--- src/rtl/mem_port_arbiter_if.sv ---
// Fetch, data and memory-side signals of mem_port_arbiter, named from the arbiter's view.
// slave = the arbiter itself; master = the surrounding core and memory.
interface mem_port_arbiter_if;
  logic        imem_req_i;
  logic [31:0] imem_addr_i;
  logic        imem_gnt_o;
  logic        imem_rvalid_o;
  logic [31:0] imem_rdata_o;

  logic        dmem_req_i;
  logic [31:0] dmem_addr_i;
  logic [1:0]  dmem_byte_en_i;
  logic        dmem_wr_i;
  logic [31:0] dmem_wr_data_i;
  logic        dmem_gnt_o;
  logic        dmem_rvalid_o;
  logic [31:0] dmem_rdata_o;

  logic        mem_req_o;
  logic [31:0] mem_addr_o;
  logic [1:0]  mem_byte_en_o;
  logic        mem_wr_o;
  logic [31:0] mem_wr_data_o;
  logic        mem_gnt_i;
  logic        mem_rvalid_i;
  logic [31:0] mem_rdata_i;

  logic        resp_err_o;

  modport slave (
    input  imem_req_i, imem_addr_i,
    output imem_gnt_o, imem_rvalid_o, imem_rdata_o,
    input  dmem_req_i, dmem_addr_i, dmem_byte_en_i, dmem_wr_i, dmem_wr_data_i,
    output dmem_gnt_o, dmem_rvalid_o, dmem_rdata_o,
    output mem_req_o, mem_addr_o, mem_byte_en_o, mem_wr_o, mem_wr_data_o,
    input  mem_gnt_i, mem_rvalid_i, mem_rdata_i,
    output resp_err_o
  );

  modport master (
    output imem_req_i, imem_addr_i,
    input  imem_gnt_o, imem_rvalid_o, imem_rdata_o,
    output dmem_req_i, dmem_addr_i, dmem_byte_en_i, dmem_wr_i, dmem_wr_data_i,
    input  dmem_gnt_o, dmem_rvalid_o, dmem_rdata_o,
    input  mem_req_o, mem_addr_o, mem_byte_en_o, mem_wr_o, mem_wr_data_o,
    output mem_gnt_i, mem_rvalid_i, mem_rdata_i,
    input  resp_err_o
  );
endinterface

--- src/rtl/mem_port_arbiter.sv ---
// Shares one single-port memory between fetch and data ports with in-order response routing.
// Define MEM_ARB_RR_EN for round-robin arbitration instead of dmem priority with starvation guard.
module mem_port_arbiter #(
  parameter int MAX_OUTST    = 4,
  parameter int STARVE_LIMIT = 3
) (
  input  logic               clk,
  input  logic               reset,
  mem_port_arbiter_if.slave  bus
);
  localparam int CW = $clog2(MAX_OUTST + 1);
  localparam int PW = (MAX_OUTST > 1) ? $clog2(MAX_OUTST) : 1;

  typedef enum logic [1:0] {IDLE, LOCK_I, LOCK_D} state_t;

  state_t        state_q, state_d;
  logic [CW-1:0] count_q, count_d;
  logic [PW-1:0] wr_ptr_q, wr_ptr_d;
  logic [PW-1:0] rd_ptr_q, rd_ptr_d;
  logic          id_q [MAX_OUTST];
  logic          resp_err_q, resp_err_d;

  logic room, contend, imem_wins;
  logic sel_valid, sel_dmem, req, accept, pop, head;

  function automatic logic [PW-1:0] ptr_inc(input logic [PW-1:0] p);
    ptr_inc = (p == PW'(MAX_OUTST - 1)) ? '0 : p + PW'(1);
  endfunction

  assign room    = (count_q < CW'(MAX_OUTST));
  assign contend = bus.imem_req_i & bus.dmem_req_i;

`ifdef MEM_ARB_RR_EN
  logic last_win_q, last_win_d;  // 1 = dmem won the last grant

  assign imem_wins = last_win_q;

  always_comb begin
    last_win_d = last_win_q;
    if (accept) last_win_d = sel_dmem;
  end

  always_ff @(posedge clk or posedge reset) begin
    if (reset) last_win_q <= 1'b1;
    else       last_win_q <= last_win_d;
  end
`else
  localparam int SW = $clog2(STARVE_LIMIT + 1);
  logic [SW-1:0] starve_q, starve_d;

  assign imem_wins = (starve_q == SW'(STARVE_LIMIT));

  // Any dmem grant taken while imem is waiting counts as an imem loss.
  always_comb begin
    starve_d = starve_q;
    if (accept && !sel_dmem)
      starve_d = '0;
    else if (accept && bus.imem_req_i && !imem_wins)
      starve_d = starve_q + SW'(1);
  end

  always_ff @(posedge clk or posedge reset) begin
    if (reset) starve_q <= '0;
    else       starve_q <= starve_d;
  end
`endif

  always_comb begin
    state_d   = state_q;
    sel_valid = 1'b0;
    sel_dmem  = 1'b0;
    case (state_q)
      IDLE: begin
        sel_valid = bus.imem_req_i | bus.dmem_req_i;
        sel_dmem  = contend ? !imem_wins : bus.dmem_req_i;
      end
      LOCK_I: sel_valid = 1'b1;
      LOCK_D: begin
        sel_valid = 1'b1;
        sel_dmem  = 1'b1;
      end
      default: state_d = IDLE;
    endcase
    // Outputs are forced low while reset is held, independent of the clock.
    req    = sel_valid & room & ~reset;
    accept = req & bus.mem_gnt_i;
    if (req) state_d = bus.mem_gnt_i ? IDLE : (sel_dmem ? LOCK_D : LOCK_I);
  end

  assign pop  = bus.mem_rvalid_i & (count_q != '0) & ~reset;
  assign head = id_q[rd_ptr_q];

  always_comb begin
    count_d    = count_q;
    wr_ptr_d   = wr_ptr_q;
    rd_ptr_d   = rd_ptr_q;
    resp_err_d = resp_err_q;
    if (accept) wr_ptr_d = ptr_inc(wr_ptr_q);
    if (pop)    rd_ptr_d = ptr_inc(rd_ptr_q);
    if (accept && !pop)      count_d = count_q + CW'(1);
    else if (!accept && pop) count_d = count_q - CW'(1);
    if (bus.mem_rvalid_i && (count_q == '0)) resp_err_d = 1'b1;
  end

  always_ff @(posedge clk or posedge reset) begin
    if (reset) begin
      state_q    <= IDLE;
      count_q    <= '0;
      wr_ptr_q   <= '0;
      rd_ptr_q   <= '0;
      resp_err_q <= 1'b0;
    end else begin
      state_q    <= state_d;
      count_q    <= count_d;
      wr_ptr_q   <= wr_ptr_d;
      rd_ptr_q   <= rd_ptr_d;
      resp_err_q <= resp_err_d;
    end
  end

  // ID storage is only meaningful between push and pop, so it needs no reset.
  always_ff @(posedge clk) begin
    if (accept) id_q[wr_ptr_q] <= sel_dmem;
  end

  assign bus.imem_gnt_o    = accept & ~sel_dmem;
  assign bus.dmem_gnt_o    = accept & sel_dmem;
  assign bus.imem_rvalid_o = pop & ~head;
  assign bus.dmem_rvalid_o = pop & head;
  assign bus.imem_rdata_o  = reset ? 32'h0 : bus.mem_rdata_i;
  assign bus.dmem_rdata_o  = reset ? 32'h0 : bus.mem_rdata_i;

  assign bus.mem_req_o     = req;
  assign bus.mem_addr_o    = !req ? 32'h0 : (sel_dmem ? bus.dmem_addr_i : bus.imem_addr_i);
  assign bus.mem_byte_en_o = !req ? 2'b00 : (sel_dmem ? bus.dmem_byte_en_i : 2'b11);
  assign bus.mem_wr_o      = req & sel_dmem & bus.dmem_wr_i;
  assign bus.mem_wr_data_o = (req & sel_dmem) ? bus.dmem_wr_data_i : 32'h0;
  assign bus.resp_err_o    = resp_err_q;
endmodule

--- src/flat_wrapper.sv ---
// flat-port wrapper written by rule: the top's interface ports become plain ports
module mem_port_arbiter_flat 
#(
  parameter int MAX_OUTST    = 4,
  parameter int STARVE_LIMIT = 3
)
  (clk, reset, bus_imem_req_i, bus_imem_addr_i, bus_imem_gnt_o, bus_imem_rvalid_o, bus_imem_rdata_o, bus_dmem_req_i, bus_dmem_addr_i, bus_dmem_byte_en_i, bus_dmem_wr_i, bus_dmem_wr_data_i, bus_dmem_gnt_o, bus_dmem_rvalid_o, bus_dmem_rdata_o, bus_mem_req_o, bus_mem_addr_o, bus_mem_byte_en_o, bus_mem_wr_o, bus_mem_wr_data_o, bus_mem_gnt_i, bus_mem_rvalid_i, bus_mem_rdata_i, bus_resp_err_o);
  mem_port_arbiter_if bus_i ();
  input  logic clk;
  input  logic reset;
  input wire logic [$bits(bus_i.imem_req_i)-1:0] bus_imem_req_i;
  input wire logic [$bits(bus_i.imem_addr_i)-1:0] bus_imem_addr_i;
  output wire logic [$bits(bus_i.imem_gnt_o)-1:0] bus_imem_gnt_o;
  output wire logic [$bits(bus_i.imem_rvalid_o)-1:0] bus_imem_rvalid_o;
  output wire logic [$bits(bus_i.imem_rdata_o)-1:0] bus_imem_rdata_o;
  input wire logic [$bits(bus_i.dmem_req_i)-1:0] bus_dmem_req_i;
  input wire logic [$bits(bus_i.dmem_addr_i)-1:0] bus_dmem_addr_i;
  input wire logic [$bits(bus_i.dmem_byte_en_i)-1:0] bus_dmem_byte_en_i;
  input wire logic [$bits(bus_i.dmem_wr_i)-1:0] bus_dmem_wr_i;
  input wire logic [$bits(bus_i.dmem_wr_data_i)-1:0] bus_dmem_wr_data_i;
  output wire logic [$bits(bus_i.dmem_gnt_o)-1:0] bus_dmem_gnt_o;
  output wire logic [$bits(bus_i.dmem_rvalid_o)-1:0] bus_dmem_rvalid_o;
  output wire logic [$bits(bus_i.dmem_rdata_o)-1:0] bus_dmem_rdata_o;
  output wire logic [$bits(bus_i.mem_req_o)-1:0] bus_mem_req_o;
  output wire logic [$bits(bus_i.mem_addr_o)-1:0] bus_mem_addr_o;
  output wire logic [$bits(bus_i.mem_byte_en_o)-1:0] bus_mem_byte_en_o;
  output wire logic [$bits(bus_i.mem_wr_o)-1:0] bus_mem_wr_o;
  output wire logic [$bits(bus_i.mem_wr_data_o)-1:0] bus_mem_wr_data_o;
  input wire logic [$bits(bus_i.mem_gnt_i)-1:0] bus_mem_gnt_i;
  input wire logic [$bits(bus_i.mem_rvalid_i)-1:0] bus_mem_rvalid_i;
  input wire logic [$bits(bus_i.mem_rdata_i)-1:0] bus_mem_rdata_i;
  output wire logic [$bits(bus_i.resp_err_o)-1:0] bus_resp_err_o;
  assign bus_i.imem_req_i = bus_imem_req_i;
  assign bus_i.imem_addr_i = bus_imem_addr_i;
  assign bus_imem_gnt_o = bus_i.imem_gnt_o;
  assign bus_imem_rvalid_o = bus_i.imem_rvalid_o;
  assign bus_imem_rdata_o = bus_i.imem_rdata_o;
  assign bus_i.dmem_req_i = bus_dmem_req_i;
  assign bus_i.dmem_addr_i = bus_dmem_addr_i;
  assign bus_i.dmem_byte_en_i = bus_dmem_byte_en_i;
  assign bus_i.dmem_wr_i = bus_dmem_wr_i;
  assign bus_i.dmem_wr_data_i = bus_dmem_wr_data_i;
  assign bus_dmem_gnt_o = bus_i.dmem_gnt_o;
  assign bus_dmem_rvalid_o = bus_i.dmem_rvalid_o;
  assign bus_dmem_rdata_o = bus_i.dmem_rdata_o;
  assign bus_mem_req_o = bus_i.mem_req_o;
  assign bus_mem_addr_o = bus_i.mem_addr_o;
  assign bus_mem_byte_en_o = bus_i.mem_byte_en_o;
  assign bus_mem_wr_o = bus_i.mem_wr_o;
  assign bus_mem_wr_data_o = bus_i.mem_wr_data_o;
  assign bus_i.mem_gnt_i = bus_mem_gnt_i;
  assign bus_i.mem_rvalid_i = bus_mem_rvalid_i;
  assign bus_i.mem_rdata_i = bus_mem_rdata_i;
  assign bus_resp_err_o = bus_i.resp_err_o;
  mem_port_arbiter #(.MAX_OUTST(MAX_OUTST), .STARVE_LIMIT(STARVE_LIMIT)) u_core (.clk(clk), .reset(reset), .bus(bus_i));
endmodule
--- config.mk ---
export PLATFORM = sky130hd
export DESIGN_NAME = mem_port_arbiter_flat
export DESIGN_NICKNAME = d
export VERILOG_FILES = /design/src/rtl/mem_port_arbiter_if.sv /design/src/rtl/mem_port_arbiter.sv /design/src/flat_wrapper.sv
export SDC_FILE = /design/constraint.sdc
export NUM_CORES = 1
export LEC_CHECK = 0
export CORE_AREA = 4 4 103 105
export DETAILED_ROUTE_END_ITERATION = 8
export DIE_AREA = 0 0 107 109
export PLACE_DENSITY = 0.71
export SETUP_SLACK_MARGIN = 0.05
export SYNTH_ARGS = -nofsm -noshare
export SYNTH_HDL_FRONTEND = slang
export SYNTH_SLANG_ARGS = --single-unit
--- constraint.sdc ---
create_clock -name clk -period 3.1 [get_ports clk]
set_clock_uncertainty 0.2 [all_clocks]
set_input_delay 0.775 -clock clk [delete_from_list [all_inputs] [get_ports clk]]
set_output_delay 0.775 -clock clk [all_outputs]
set_load 0.01 [all_outputs]
After elaboration in Yosys (flattened, before gate mapping)
Memories as Yosys holds them, arrays and structs flattened.
Cells that the tools add are included.
- $add $sub $neg: 5
- order comparisons: 1
- equal/unequal tests: 6
- bitwise gates (word level): 16
- reductions and logical operators: 17
- mux-type cells: 21
- operator list (cell ; count):
    32-bit 2-to-1 mux ; 4
    2-bit 2-to-1 mux ; 10
    1-bit bitwise AND ; 12
    2-bit == test (second input constant) ; 4
    2-bit by 1-bit adder with 2-bit output (second input constant) ; 3
    1-bit logical AND ; 6
    3-bit 2-to-1 mux ; 2
    1-bit logical NOT ; 4
    1-bit one-hot mux with 2 select lines ; 2
    2-bit nonzero test ; 2
    3-bit by 1-bit adder with 3-bit output (second input constant) ; 1
    3-bit logical NOT ; 1
    3-bit less-than comparator (second input constant) ; 1
    1-bit 2-to-1 mux ; 3
    1-bit inverter ; 3
    3-bit nonzero test ; 1
    3-bit OR reduction ; 1
    3-bit by 1-bit subtractor with 3-bit output (second input constant) ; 1
    2-bit by 1-bit == test with 1-bit output (second input constant) ; 1
    2-bit logical NOT ; 1
    2-bit by 1-bit != test with 1-bit output (second input constant) ; 1
    2-bit OR reduction ; 1
    1-bit bitwise OR ; 1
- flip-flop bits (word level): 12
- input bits: 137
- output and inout bits: 137
- logic and storage cells: 73
- memory bits (writable): 4
- memories: 1
- memory list (name ; words ; width ; rd ports ; clocked after Yosys merged registers in ; write ports ; line ; source):
    u_core.id_q ; 4 ; 1 ; 1 ; 0 ; 1 ; mem_port_arbiter.sv:20 ; logic id_q [MAX_OUTST];

Depth between registers and ports, before layout
- depth after elaboration: 10
- mapped depth: 11
- gate-level depth less buffers: 11

Least setup slack after synthesis
No wires, ideal clock.
- path type: input port to output port
- from: input bus_imem_req_i
- to: output bus_mem_addr_o[24]
- required time: 2.125 ns
- path slack: 0.381 ns
- path buffers: 1
- arrival: 1.744 ns
- stages: 6
- cell sequence: nand2_1 a31oi_4 inv_2 clkbuf_1 nand2_1 a21oi_1
- cells in the longest elaborated chain, start to end: 5
- ends and longest elaborated chain (what ; line ; source):
    from (decl) ; flat_wrapper.sv:11 ; input wire logic [$bits(bus_i.imem_req_i)-1:0] bus_imem_req_i;
    1-bit bitwise AND ; mem_port_arbiter.sv:31 ; assign contend = bus.imem_req_i & bus.dmem_req_i;
    1-bit 2-to-1 mux ; mem_port_arbiter.sv:75 ; sel_dmem = contend ? !imem_wins : bus.dmem_req_i;
    1-bit one-hot mux with 2 select lines ; mem_port_arbiter.sv:72 ; case (state_q)
    net u_core.sel_dmem ; mem_port_arbiter.sv:24 ; logic sel_valid, sel_dmem, req, accept, pop, head;
    32-bit 2-to-1 mux (2 in series) ; mem_port_arbiter.sv:134 ; assign bus.mem_addr_o = !req ? 32'h0 : (sel_dmem ? bus.dmem_addr_i : bus.imem_addr_i);
    to (decl) ; flat_wrapper.sv:25 ; output wire logic [$bits(bus_i.mem_addr_o)-1:0] bus_mem_addr_o;
The timed path passes the listed nets, and every way through them passes these cells.

Final worst setup path
- from: input bus_dmem_req_i
- to: output bus_mem_wr_data_o[11]
- cells in the longest elaborated chain, start to end: 6
- ends and longest elaborated chain (what ; line ; source):
    from (decl) ; flat_wrapper.sv:16 ; input wire logic [$bits(bus_i.dmem_req_i)-1:0] bus_dmem_req_i;
    1-bit bitwise OR ; mem_port_arbiter.sv:74 ; sel_valid = bus.imem_req_i | bus.dmem_req_i;
    1-bit one-hot mux with 2 select lines ; mem_port_arbiter.sv:72 ;
    1-bit bitwise AND (2 in series) ; mem_port_arbiter.sv:85 ; req = sel_valid & room & ~reset;
    1-bit bitwise AND (*) ; mem_port_arbiter.sv:137 ; assign bus.mem_wr_data_o = (req & sel_dmem) ? bus.dmem_wr_data_i : 32'h0;
    32-bit 2-to-1 mux (*) ; mem_port_arbiter.sv:137 ;
    to (decl) ; flat_wrapper.sv:28 ; output wire logic [$bits(bus_i.mem_wr_data_o)-1:0] bus_mem_wr_data_o;
Every way passes the cells marked *; elsewhere a longest branch is shown, timed or not.

==> qor.yml <==
outcome:
  status: "finished, final reports clean"
yosys:
  synthArstFlopShare_pct: 75.0
  synth_edf_count: 4
  synth.cell_area_um2: 2070
  yosys-top-cells-area: "dfrtp_1 (15%), nand2_1 (13%), buf_4 (12%), and3_1 (11%), nor2b_1 (9.7%)"
  synthFlopType: "dfrtp_1"
  syn_area_per_cell_um2: 6.89
  synth_top_area_share_pct: 14.5
  synth_nets: 448
  synth_top_cell_by_area: "dfrtp_1"
  synth-compound-area-share_pct: 13.6
  synth_top_family_by_area: "simple AND/OR/NAND/NOR gates"
  yosysMostFrequentCell: "nand2_1"
  ys_types: 35
  yosysWarnings: 0
  synthAdderAreaFrac_pct: 7.03
  synth.area.mux_share_pct: 1.64
  synth_xor_xnor_area_share_pct: 1.27
  synth-seq-cells: 16
  ys_seq_area_share_pct: 20.4
  syn_inst: 300
  synthTopCellsByCount: "nand2_1 (69), and3_1 (37), a21oi_1 (34)"
  synthSimpleGateAreaFrac_pct: 38.3
route:
  drtAntennaViolNets: 0
  wl_um: 10800
  drt_iter0_drc: 103
  wl_per_cell_um: 15.7
  drc: 0
  met1_length_um: 3390
  routed-wl-met2_um: 5860
  met3_length_um: 1270
  first_pass_iters: 4
  dr.max_layer_used: "met4"
  vias_per_cell: 4.36
  via_count: 2993
die:
  rows: 36
  io_pins: 274
  fp.dieH_um: 109
  design.die.area_um2: 11700
  initial_utilization_pct: 21.4
  coreArea_um2: 9640
  die_x_um: 107
timing:
  grt_setup_unrepaired: "true"
  hold_viol: 0
  max_freq_mhz: 335
  worst_slew_pin_slew_ns: 0.495
  drv_slew: 0
  setup-violations-final: 0
  relSlewSlack_pct: 66.9
  period_minus_slack_ns: 2.99
  finalSetupTns_ns: 0
  post-route-period-util_pct: 96.4
setup_path:
  worstPathRequired_ns: 2.12
  worstPathArrival_ns: 2.01
  endpoint_kind: "primary output"
  path_max_fanout: 15
  critPathKind: "in2out"
  start_kind: "input port"
global_routing:
  grtUsageTotal_pct: 17.2
  overflow: 0
  grt_max_degree: 34
  antenna_found_initial: 0
  grt_pass1_wl_um: 16000
  grt_pass1_vias: 3099
place:
  placed_cells: 675
  place_area_um2: 4850
  finalWeightedCongestion: 0.876
  portBuffers: 273
  hpwlAfterDp_um: 9180
pwr:
  p_leak_uw: 0.00246
  vdd_drop_max_mv: 0.283
  power-per-cell-area_nw_per_um2: 535
final_layout:
  final_util_pct: 49.7
  fillers: 1023
  final_cell_area_um2: 4790
  drive_above_1_share_pct: 22.0
  antennaDiodeCount: 0
  final_nets: 704
  area_delta_synth_final_pct: 132
  layout.cells.non_filler: 687
clock_tree:
  cts-root-buf: "clkbuf_8"
  clock_latency_ns: 0.25
  ctsHtreeMaxLevel: 1
  cts_sinks: 16
  clk_pin_slew_ns: 0.06
  cts_buffers: 3
  cts_max_path_buffers: 2
  cts_tree: "yes"
worst_hold_path:
  hold_class: "reg2reg"
job:
  drv_cap: 0
[cell families after synthesis]
family | Yosys count
adders and majority gates | 11
muxes | 2
and+or+nand+nor | 158
AOI/OAI and AO/OA | 47
xor gates and xnor gates | 3
DFF | 16
buffers and inverters | 63
[power breakdown]
group | internal [µW] | leakage (µW) | total (µW) | switching, µW
Sequential | 302 | 0.000182 | 370 | 67.6
Combinational | 998 | 0.00226 | 2040 | 1040
Clock | 86.0 | 0.0000216 | 153 | 66.8
[worst paths after layout]
| kind | from | to | slack, ns | cells after the start |
|---|---|---|---|---|
| max | bus_dmem_req_i | bus_mem_wr_data_o[11] | 0.11 | 7 |
| min reg2reg | u_core.bus.resp_err_o | u_core.bus.resp_err_o | 0.25 | 1 |
| max reg2reg | u_core.state_q[0] | u_core.count_q[2] | 0.29 | 14 |
| min in group asynchronous | reset | u_core.starve_q[0] | 0.92 | 4 |
| max in group asynchronous | reset | u_core.rd_ptr_q[0] | 1.45 | 4 |
| min | u_core.bus.resp_err_o | u_core.bus.resp_err_o | 0.25 | 1 |
[critical path, stage by stage]
cell	delay, ns
clkdlybuf4s15_2	0.22
o21a_1	0.23
o21ai_4	0.17
inv_4	0.07
clkbuf_16	0.16
and3_1	0.17
clkdlybuf4s15_2	0.22
[routing by layer]
metal,up-vias,GRT usage (%)
li1,1462,-
met1,1334,15.5
met2,180,35.4
met3,17,6.16
met4,0,4.93
met5,-,0
[stage by stage]
| step | hold slack (ns) | setup WS, ns | total power [µW] |
|---|---|---|---|
| 2_1_floorplan | 0.247 | 0.381 | 1350 |
| 3_3_place_gp | 0.244 | -0.580 | 2330 |
| 3_5_place_dp | 0.244 | -0.601 | 2370 |
| 4_1_cts | 0.257 | 0.0504 | 2550 |
| 5_1_grt | 0.284 | 0.0448 | 2800 |
| 6_report | 0.252 | 0.111 | 2560 |
[timing repair]
| item | CTS | global route |
|---|---|---|
| resized for setup | 318 | 20 |
| setup endpoints to repair | 138 | 61 |
| setup buffers | 5 | 2 |
| pin swaps | 3 | 4 |
| gates cloned | 1 | 1 |
| hold buffers | 0 | 0 |
[final cells by class]
class / count / area [µm²] / share of cell area, %
Sequential cell: 16 / 420 / 8.77
Multi-Input combinational cell: 221 / 1360 / 28.4
Inverter: 11 / 46.3 / 0.966
Tap cell: 133 / 166 / 3.47
Clock buffer: 3 / 41.3 / 0.861
Timing Repair Buffer: 303 / 2760 / 57.5
[sequential cells by signal (all words and copies together) (netlist names)]
signal	flops
u_core.id_q	4
u_core.count_q	3
u_core.rd_ptr_q	2
u_core.starve_q	2
u_core.state_q	2
u_core.wr_ptr_q	2
u_core.bus.resp_err_o	1
[placed cells by master (no fill, tap or decap), types with 5 or more instances in the layout]
cell type / n
dlygate4sd2_1: 70
and3_1: 37
clkdlybuf4s15_1: 11
a21oi_1: 27
dfrtp_1: 12
clkdlybuf4s50_1: 134
clkdlybuf4s15_2: 10
a21oi_2: 7
nor2b_1: 17
ha_1: 10
clkbuf_2: 9
buf_12: 5
nor2_1: 10
buf_4: 19
nand2_1: 68
inv_1: 9
buf_2: 39
nor2b_2: 14
Power figures use the tool's default switching activity.
